## src/rtl/rf_write_arbiter.sv

```systemverilog
// Two-requester register-file write arbiter: one holding slot per requester,
// oldest-first grant with round-robin tie-break onto a single write port.
module rf_write_arbiter #(
    parameter int unsigned DW = 32,
    parameter int unsigned RW = 5
) (
    input  logic          CLK,
    input  logic          RST,
    input  logic          a_valid,
    input  logic [RW-1:0] a_sel,
    input  logic [DW-1:0] a_dat,
    output logic          a_ready,
    input  logic          b_valid,
    input  logic [RW-1:0] b_sel,
    input  logic [DW-1:0] b_dat,
    output logic          b_ready,
    output logic          WEN,
    output logic [RW-1:0] wsel,
    output logic [DW-1:0] wdat,
    output logic [31:0]   pend
);

    typedef enum logic [1:0] {AgeTie, AgeAOlder, AgeBOlder} age_e;

    logic          a_full_q, a_full_d, b_full_q, b_full_d;
    logic [RW-1:0] a_sel_q, a_sel_d, b_sel_q, b_sel_d;
    logic [DW-1:0] a_dat_q, a_dat_d, b_dat_q, b_dat_d;
    age_e          age_q, age_d;
    logic          last_grant_q, last_grant_d;  // 1: B was granted most recently
    logic          gnt_a, gnt_b, a_fill, b_fill;

    always_comb begin
        gnt_a = 1'b0;
        gnt_b = 1'b0;
        if (a_full_q && b_full_q) begin
            unique case (age_q)
                AgeAOlder: gnt_a = 1'b1;
                AgeBOlder: gnt_b = 1'b1;
                default: begin
                    gnt_a = last_grant_q;
                    gnt_b = !last_grant_q;
                end
            endcase
        end else begin
            gnt_a = a_full_q;
            gnt_b = b_full_q;
        end
        if (RST) begin
            gnt_a = 1'b0;
            gnt_b = 1'b0;
        end
    end

    assign a_ready = !RST && (!a_full_q || gnt_a);
    assign b_ready = !RST && (!b_full_q || gnt_b);
    // Writes to register 0 are accepted but never occupy a slot.
    assign a_fill  = a_valid && a_ready && (a_sel != '0);
    assign b_fill  = b_valid && b_ready && (b_sel != '0);

    always_comb begin
        a_full_d     = a_fill ? 1'b1 : (gnt_a ? 1'b0 : a_full_q);
        b_full_d     = b_fill ? 1'b1 : (gnt_b ? 1'b0 : b_full_q);
        a_sel_d      = a_fill ? a_sel : a_sel_q;
        a_dat_d      = a_fill ? a_dat : a_dat_q;
        b_sel_d      = b_fill ? b_sel : b_sel_q;
        b_dat_d      = b_fill ? b_dat : b_dat_q;
        last_grant_d = gnt_a ? 1'b0 : (gnt_b ? 1'b1 : last_grant_q);
        age_d        = AgeTie;
        if (a_full_d && b_full_d) begin
            if (a_fill && !b_fill)      age_d = AgeBOlder;
            else if (b_fill && !a_fill) age_d = AgeAOlder;
            else if (a_fill && b_fill)  age_d = AgeTie;
            else                        age_d = age_q;
        end
    end

    always_ff @(posedge CLK) begin
        if (RST) begin
            a_full_q     <= 1'b0;
            b_full_q     <= 1'b0;
            a_sel_q      <= '0;
            a_dat_q      <= '0;
            b_sel_q      <= '0;
            b_dat_q      <= '0;
            age_q        <= AgeTie;
            last_grant_q <= 1'b1;
        end else begin
            a_full_q     <= a_full_d;
            b_full_q     <= b_full_d;
            a_sel_q      <= a_sel_d;
            a_dat_q      <= a_dat_d;
            b_sel_q      <= b_sel_d;
            b_dat_q      <= b_dat_d;
            age_q        <= age_d;
            last_grant_q <= last_grant_d;
        end
    end

    always_comb begin
        WEN  = gnt_a || gnt_b;
        wsel = gnt_a ? a_sel_q : (gnt_b ? b_sel_q : '0);
        wdat = gnt_a ? a_dat_q : (gnt_b ? b_dat_q : '0);
        pend = '0;
        if (!RST) begin
            if (a_full_q) pend = pend | (32'd1 << a_sel_q);
            if (b_full_q) pend = pend | (32'd1 << b_sel_q);
            pend[0] = 1'b0;
        end
    end

endmodule

```

## config.mk

```make
export PLATFORM = sky130hd
export DESIGN_NAME = rf_write_arbiter
export DESIGN_NICKNAME = d
export VERILOG_FILES = /design/src/rtl/rf_write_arbiter.sv
export SDC_FILE = /design/constraint.sdc
export NUM_CORES = 1
export LEC_CHECK = 0
export BUFFER_PORTS_ARGS = -buffer_cell sky130_fd_sc_hd__buf_2
export CAP_MARGIN = 0
export CORE_UTILIZATION = 24
export DETAILED_ROUTE_END_ITERATION = 6
export PLACE_DENSITY_LB_ADDON = 0.05
export RECOVER_POWER = 25
export SYNTH_ARGS = -nofsm -noshare
export SYNTH_HDL_FRONTEND = slang
export SYNTH_SLANG_ARGS = --single-unit
```

## constraint.sdc

```tcl
create_clock -name CLK -period 2.7 [get_ports CLK]
set_clock_uncertainty 0.2 [all_clocks]
set_input_delay 0.675 -clock CLK [delete_from_list [all_inputs] [get_ports CLK]]
set_output_delay 0.675 -clock CLK [all_outputs]
set_load 0.05 [all_outputs]
```

======== Word level (Yosys, flattened, before mapping) ========
Cells that the tools add are included.
word-level totals
  flip-flop bits (word level) ............. 79
  latch bits .............................. 0
  bits in writable memories ............... 0
  memory bits (read-only) ................. 0
  input bits .............................. 78
  output and inout port bits .............. 72
  logic and storage cells ................. 65
  memories ................................ 0
operators by class
  add/subtract/negate cells ............... 0
  multiply operators ...................... 0
  divide/modulo/power cells ............... 0
  order comparisons ....................... 0
  equality and inequality tests ........... 2
  shift operators ......................... 2
  muxes and demuxes ....................... 23
  bitwise logic cells ..................... 2
  reductions and logical operators ........ 27
operators with widths
  kind                                               number
  2-to-1 mux 32 bit                                  6
  left shift 1 x 5 -> 32 bit (first input constant)  2
  OR 32 bit                                          1
  logical AND 1 bit                                  11
  2-to-1 mux 1 bit                                   10
  2-to-1 mux 5 bit                                   2
  nonzero test 5 bit                                 2
  zero test 1 bit                                    6
  2-to-1 mux 2 bit                                   3
  case mux 1 bit (2 select lines)                    2
  nonzero test 2 bit                                 2
  logical OR 1 bit                                   3
  nonzero test 3 bit                                 1
  OR reduction 3 bit                                 1
  == test 2 x 1 -> 1 bit (second input constant)     1
  == test 2 bit (second input constant)              1
  OR reduction 2 bit                                 1
  NOT 1 bit                                          1

======== Depth between registers and ports, before layout ========
Gate-level depths: netlist (run 1).
  depth after elaboration ................. 12
  mapped depth ............................ 8
  gate-level depth less buffers ........... 7

======== Least setup slack after synthesis (run 1) ========
Ideal clock, no wire load.
  path type ............................... input-to-output
  start ................................... input port RST
  end ..................................... output port pend[27]
  arrival time ............................ 2,460 ps
  required time ........................... 1,825 ps
  slack ................................... -635 ps
  stages .................................. 4
  path buffers ............................ 1
  cells stage by stage .................... clkbuf_1 -> nor2b_1 -> nand3_1 -> o32ai_1
on the way
  word-level cells in the longest chain between the ends .. 1
RTL lines
  item               line  text
  from (decl)        8     input logic RST,
  2-to-1 mux 32 bit  104   if (!RST) begin
  to (decl)          20    output logic [31:0] pend
Every way passes these cells.

======== Worst setup path in the final report (run 1) ========
  start ................................... register age_q[0]
  end ..................................... output port wdat[31]
on the way
  word-level cells in the longest chain between the ends .. 6
  elaborated cells between the ends (all ways) .. 10
  those cells by class .................... 2 x eq/ne; 8 x mux
RTL lines
  item                                                            line  text
  from (decl)                                                     28    age_e age_q, age_d;
  from (signal assigned)                                          85    age_q <= AgeTie;
  from (signal assigned)                                          94    age_q <= age_d;
  == test 2 bit / == test 2 x 1 -> 1 bit (equally long branches)  36    unique case (age_q)
  case mux 1 bit (2 select lines)                                 36
  2-to-1 mux 1 bit                                                35    if (a_full_q && b_full_q) begin
  2-to-1 mux 1 bit                                                48    if (RST) begin
  2-to-1 mux 32 bit                                               102   wdat = gnt_a ? a_dat_q : (gnt_b ? b_dat_q : '0);
  2-to-1 mux 32 bit (*)                                           102
  to (decl)                                                       19    output logic [DW-1:0] wdat,
Mark *: on every way between the ends. The rest lies on a longest branch, timed or not.

==> flow_summary.yaml, run 1 <==
global_route:
  antenna_found_initial: 0
  grt_usage_pct: 14.4
  globalRouteOverflowTotal: 0
  grt_pass1_wl_um: 21900
  grt_max_degree: 61
  grt_pass1_vias: 4145
min_path:
  hold_depth: 2
  hold_path_end: "a_dat_q[17]$_SDFFE_PP0P_"
  worstHoldPathType: "reg2reg"
  min-delay-start: "a_dat_q[17]$_SDFFE_PP0P_"
placement:
  portBuffers: 148
  gp_congestion: 0.844
  hpwl_um: 10000
final_layout:
  drive_gt1_share_pct: 51.4
  layout.nets: 721
  fillers: 1931
  area_delta_synth_final_pct: 48.5
  seqCellArea_um2: 1600
  n_antenna_cell: 0
  multi_input_area_um2: 3000
pwr:
  switching_share_pct: 27.9
  peakVddDrop_mv: 0.288
  p_leak_uw: 0.00299
  power.switching_uw: 897
  pwr-share-seq_pct: 41.0
  powerDensity_nw_per_um2: 475
  p_int_uw: 2320
  comb_power_share_pct: 19.7
  total_power_uw: 3210
  pwr-share-clk_pct: 39.2
timing:
  rsz0062_at_grt: "true"
  max_freq_mhz: 328
  setup-tns-final_ps: -12100
  final.setup.worst_slack_ps: -351
  timing_hold_violations_final: 0
  fin_crit_ps: 3050
  drv_slew: 0
  worst_slew_pin_slew_ps: 821
  setup-violations-final: 38
  slew_headroom_pct: 44.7
  min_period_over_period_pct: 113
floorplan:
  initial_core_util_pct: 24.4
  die_area_um2: 19500
  die_y_um: 140
  core_um2: 18600
  die_w_um: 140
  num_rows: 50
  io_pins: 150
clocking:
  clock-sinks: 79
  cts_tree: "done"
  root_buffer: "clkbuf_16"
  htreeDepth: 3
  numCtsBuffers: 9
  clk_latency_ps: 340
  cts-hold-fix-buffers: 0
  cts.reportedPaths.clkPinSlew_ps: 70
  clk_path_buf_depth: 2
synthesis:
  ys_types: 48
  synth-compound-area-share_pct: 16.1
  synth.area.mux_share_pct: 18.2
  synthesis.area_um2: 4550
  async_flop_share_pct: 0
  avgSynthCellArea_um2: 9.61
  yosys.area_share.simple_pct: 24.0
  synth-edff-count: 0
  ys_seq_area_share_pct: 34.7
  yosys_warnings: 0
  synth.net_count: 554
  syn_inst: 474
  synth-xor-area-share_pct: 0
  synth_adder_area_share_pct: 0.549
  synth_top_family_by_area: "simple AND/OR/NAND/NOR gates"
  yosys_register_bits: 79
  synth_ff_type: "dfxtp_1"
outcome:
  violations: "setup timing"
  outcome: "complete, but fails checks"
setup_path:
  worstSetupEndpointType: "output port"
  rr_startpoint: "age_q[0]$_SDFFE_PP0P_"
  r2r_end: "a_dat_q[14]$_SDFFE_PP0P_"
  path_class: "reg2out"
  r2r_slack_ps: 170
  required_ps: 1820
  arrival_ps: 2180
  crit_fanout: 19
  start_kind: "flip-flop"
  r2r_cells: 8
route:
  drc: 0
  wl_um: 14000
  drt-initial-drc-count: 149
  viasPerCell: 4.62
  dr_total_vias: 4068
  firstDrtPassIters: 4
  wl_per_cell_um: 15.9
  antenna_left: 0
job:
  cap_violations: 0
layer usage:
layer / routed length [um] / up-vias / GRT usage, %
li1: - / 2016 / -
met2: 6630 / 120 / 23.8
met3: 799 / 13 / 3.89
met5: 0 / - / 0
met4: 195 / 0 / 4.97
met1: 6370 / 1919 / 17.9
layout make-up:
cell class,instances,share of cell area [%]
multi-input cells,345,44.3
flip-flops and latches,79,23.6
repair buffers,195,22.6
well taps,234,4.33
clock buffers,11,3.59
clock inverters,5,0.962
inverters,11,0.610
worst max-delay path: stages (launching register included):
cell and delay (ps):
dfxtp_2 330, inv_2 40, ha_4 250, nand2b_4 140, a311o_1 360, nor2_4 190
buf_12 190, a22o_2 170, buf_8 140
timing repair:
action,in CTS,in global routing
setup buffers,4,1
setup endpoints to repair,59,66
resized for setup,117,26
gates cloned,0,0
pin swaps,3,2
cells in the mapped netlist, types with 2 or more instances:
cell	number	share of area, %
buf_12	3	1.3
nor3b_1	6	0.99
inv_1	11	0.91
mux2_2	7	1.7
nand2b_1	74	10
nand4_1	2	0.27
a22oi_1	17	2.8
buf_8	2	0.66
ha_1	2	0.55
nand2_1	4	0.33
o21ai_0	6	0.66
clkbuf_1	23	1.9
buf_4	2	0.33
buf_2	7	0.77
o21bai_1	3	0.49
dfxtp_1	79	35
a32oi_1	6	1.2
nor2_1	30	2.5
a22o_1	37	7.1
buf_6	2	0.49
nor3b_2	2	0.55
and3b_1	2	0.38
nor3_1	4	0.44
mux2_4	28	9.2
nand3_1	7	0.77
o22ai_1	5	0.69
nor2b_1	40	5.5
mux2i_1	33	7.3
and3_1	3	0.41
nor2_2	2	0.27
o32ai_1	3	0.58
a21oi_1	6	0.66
worst max-delay path by stage:
stage | startpoint | endpoint | slack, ps | cells past startpoint
3_3_place_gp | RST | wdat[8] | -140 | 6
2_1_floorplan | RST | pend[29] | -260 | 4
5_1_grt | age_q[0]$_SDFFE_PP0P_ | wdat[17] | -460 | 8
6_report | age_q[0]$_SDFFE_PP0P_ | wdat[31] | -350 | 8
4_1_cts | age_q[0]$_SDFFE_PP0P_ | wsel[3] | -390 | 8
3_5_place_dp | RST | wsel[3] | -180 | 6
cells in the final DEF (no fill, tap or decap), types with 4 or more instances in the layout:
cell type and instances:
buf_2 100, dfxtp_1 70, buf_8 21, o21ai_0 7
nor2_1 13, a32oi_1 6, a22o_4 14, nor2b_1 38
dfxtp_2 8, nor2_4 4, mux2i_1 32, buf_12 5
buf_4 40, mux2_4 28, o22ai_1 5, nor2_2 16
clkbuf_16 9, a21oi_1 6, a22oi_1 17, inv_1 9
nand3_1 6, mux2_2 7, nor3b_1 6, buf_6 26
a22o_2 23, nand2b_1 71, nand2_1 4
logic make-up (layout without fill, tap and decap cells):
family          Yosys count  in the layout
other cells               1              1
simple gates            182            182
buf+inv                  50            222
mux                      68             68
compound gates           92             92
flops                    79             79
fa+ha+maj                 2              2
state kept, by name, indices dropped and copies added (netlist names):
name          count
b_dat_q          32
a_full_q          1
a_dat_q          32
b_full_q          1
b_sel_q           5
age_q             2
last_grant_q      1
a_sel_q           5
power groups by stage:
stage / Clock [uW] / Sequential (uW) / Combinational (uW)
global placement: 0 / 1340 / 585
detailed placement: 0 / 1340 / 593
global route: 1360 / 1330 / 682
CTS: 1330 / 1320 / 640
floorplan: 0 / 1310 / 430
finish: 1260 / 1320 / 634
through the flow:
step | instance area, um2 | std cells | setup slack (ps) | utilization (%) | hold WS [ps]
2_1_floorplan | 4820 | 474 | -257 | - | 249
3_3_place_gp | 5990 | 860 | -145 | 32.1 | 262
3_5_place_dp | 5990 | 860 | -179 | 32.1 | 268
4_1_cts | 6700 | 879 | -390 | 36.0 | 282
5_1_grt | 6770 | 880 | -462 | 36.3 | 302
6_report | 6770 | 880 | -351 | 36.3 | 278
Power figures use the tool's default switching activity.
==> run 2, diff against run 1 <==
==> constraint.sdc (replaced) <==
create_clock -name CLK -period 2.7 [get_ports CLK]
set_clock_uncertainty 0.2 [all_clocks]
set_input_delay 0.405 -clock CLK [delete_from_list [all_inputs] [get_ports CLK]]
set_output_delay 0.405 -clock CLK [all_outputs]
set_load 0.05 [all_outputs]
==> run 2 against run 1 <==
  * Count of clock-buffer cells in the layout unchanged
  * Wire length increased by 0.77%
  * Design area decreased by 2.1%
  * Global-route usage decreased by 0.24 points
  * Final cell count decreased by 1.5%
  * Sequential share of layout area increased by 0.36 points
  * Via count decreased by 1.8%
  * Critical path depth increased by 1
  * The run still ends with setup timing left
==> flow_summary.yaml, run 2 (synthesized netlist as in run 1, its figures left out) <==
min_path:
  worstHoldPathType: "in2reg"
clocking:
  clock-sinks: 79
  numCtsBuffers: 9
  clk_latency_ps: 340
  cts-hold-fix-buffers: 0
  root_buffer: "clkbuf_16"
  cts_tree: "done"
  clk_path_buf_depth: 2
  cts.reportedPaths.clkPinSlew_ps: 70
  htreeDepth: 3
global_route:
  grt_pass1_wl_um: 21300
  grt_pass1_vias: 3912
  grt_usage_pct: 14.1
  globalRouteOverflowTotal: 0
  antenna_found_initial: 0
  grt_max_degree: 70
timing:
  worst_slew_pin_slew_ps: 748
  max_freq_mhz: 349
  setup-violations-final: 37
  setup-tns-final_ps: -4240
  drv_slew: 0
  slew_headroom_pct: 50.1
  rsz0062_at_grt: "true"
  min_period_over_period_pct: 106
  fin_crit_ps: 2860
  timing_hold_violations_final: 0
  final.setup.worst_slack_ps: -164
final_layout:
  seqCellArea_um2: 1590
  layout.nets: 708
  fillers: 1948
  top_regs: "a_dat_q (32), b_dat_q (32)"
  final_common_cell: "buf_2"
  drive_gt1_share_pct: 45.0
  multi_input_area_um2: 2960
  area_delta_synth_final_pct: 45.4
  n_antenna_cell: 0
  instances_no_fill: 867
  most-common-layout-cells: "110 x buf_2, 76 x dfxtp_1, 72 x nand2b_1"
floorplan:
  io_pins: 150
  die_y_um: 140
  initial_core_util_pct: 24.4
  num_rows: 50
  core_um2: 18600
  die_w_um: 140
  die_area_um2: 19500
route:
  dr_total_vias: 3993
  viasPerCell: 4.61
  drc: 0
  firstDrtPassIters: 6
  wl_um: 14100
  antenna_left: 0
  wl_per_cell_um: 16.3
  drt-initial-drc-count: 136
outcome:
  violations: "setup timing"
  outcome: "complete, but fails checks"
setup_path:
  start_kind: "flip-flop"
  arrival_ps: 2260
  worstSetupEndpointType: "output port"
  path_class: "reg2out"
  crit_fanout: 5
  required_ps: 2100
  r2r_slack_ps: 10
pwr:
  powerDensity_nw_per_um2: 491
  p_leak_uw: 0.00297
  peakVddDrop_mv: 0.262
placement:
  hpwl_um: 9330
  gp_congestion: 0.799
  dp.cells: 839
  portBuffers: 148
job:
  cap_violations: 0
-- run 2: changes by cell type in the layout (fill, tap and decap cells not counted), sizes merged --
cell and change:
clkinv -1, buf -15, clkbuf +2, clkinvlp +1
-- run 2: final cells by class --
cell class                      count  area share [%]
Timing Repair Buffer              182            21.6
Sequential cell                    79            23.9
Clock buffer                       11            3.82
Tap cell                          234            4.42
Inverter                           11           0.623
Multi-Input combinational cell    345            44.6
Clock inverter                      5           0.964
-- run 2: power by group --
group / internal (uW) / switching, uW
clock network: 774 / 540
registers: 1250 / 74.3
logic: 304 / 307
-- run 2: stage by stage --
| stage | cell area (um2) | utilization [%] | setup slack (ps) | power [uW] | hold WS, ps |
|---|---|---|---|---|---|
| final | 6620 | 35.5 | -164 | 3250 | 79.8 |
| after global routing | 6620 | 35.5 | -235 | 3390 | 70.9 |
| after CTS | 6260 | 33.6 | -164 | 3260 | 65.0 |
| after detailed placement | 5620 | 30.1 | 26.1 | 1880 | 268 |
| after global placement | 5620 | 30.1 | 35.4 | 1880 | 264 |
| after floorplan | 4600 | - | 55.5 | 1710 | 249 |
-- run 2: final timing paths --
kind	start	endpoint	depth (start not counted)
worst max register to register	age_q[1]$_SDFFE_PP0P_	b_dat_q[19]$_SDFFE_PP0P_	7
worst min register to register	a_dat_q[1]$_SDFFE_PP0P_	a_dat_q[1]$_SDFFE_PP0P_	2
worst max-delay path	age_q[1]$_SDFFE_PP0P_	wsel[3]	9
worst min-delay path	b_dat[18]	b_dat_q[18]$_SDFFE_PP0P_	2
-- run 2: timing repair --
action                                  in CTS  in global routing
endpoints found under the hold margin        0                  0
setup buffers                                6                  3
endpoints found under the setup margin      37                 42
pin swaps                                    5                  6
gates cloned                                 3                  1
resized for setup                           68                 70
-- run 2: worst max-delay path: stages, from the launching register on --
cell      delay [ps]
dfxtp_2          340
ha_4             270
nand2b_4         150
a311o_1          360
nor2_4           120
buf_6            110
buf_8            120
buf_12           120
a22o_1           150
buf_6            160
-- run 2: layer usage --
metal	share of wire (%)	track usage, %	wire, um	up-vias
li1	-	-	-	1981
met1	46	17.9	6450	1872
met2	48	23.2	6720	125
met3	5.3	3.30	754	15
met4	1.3	5.38	182	0
met5	0	0	0	-
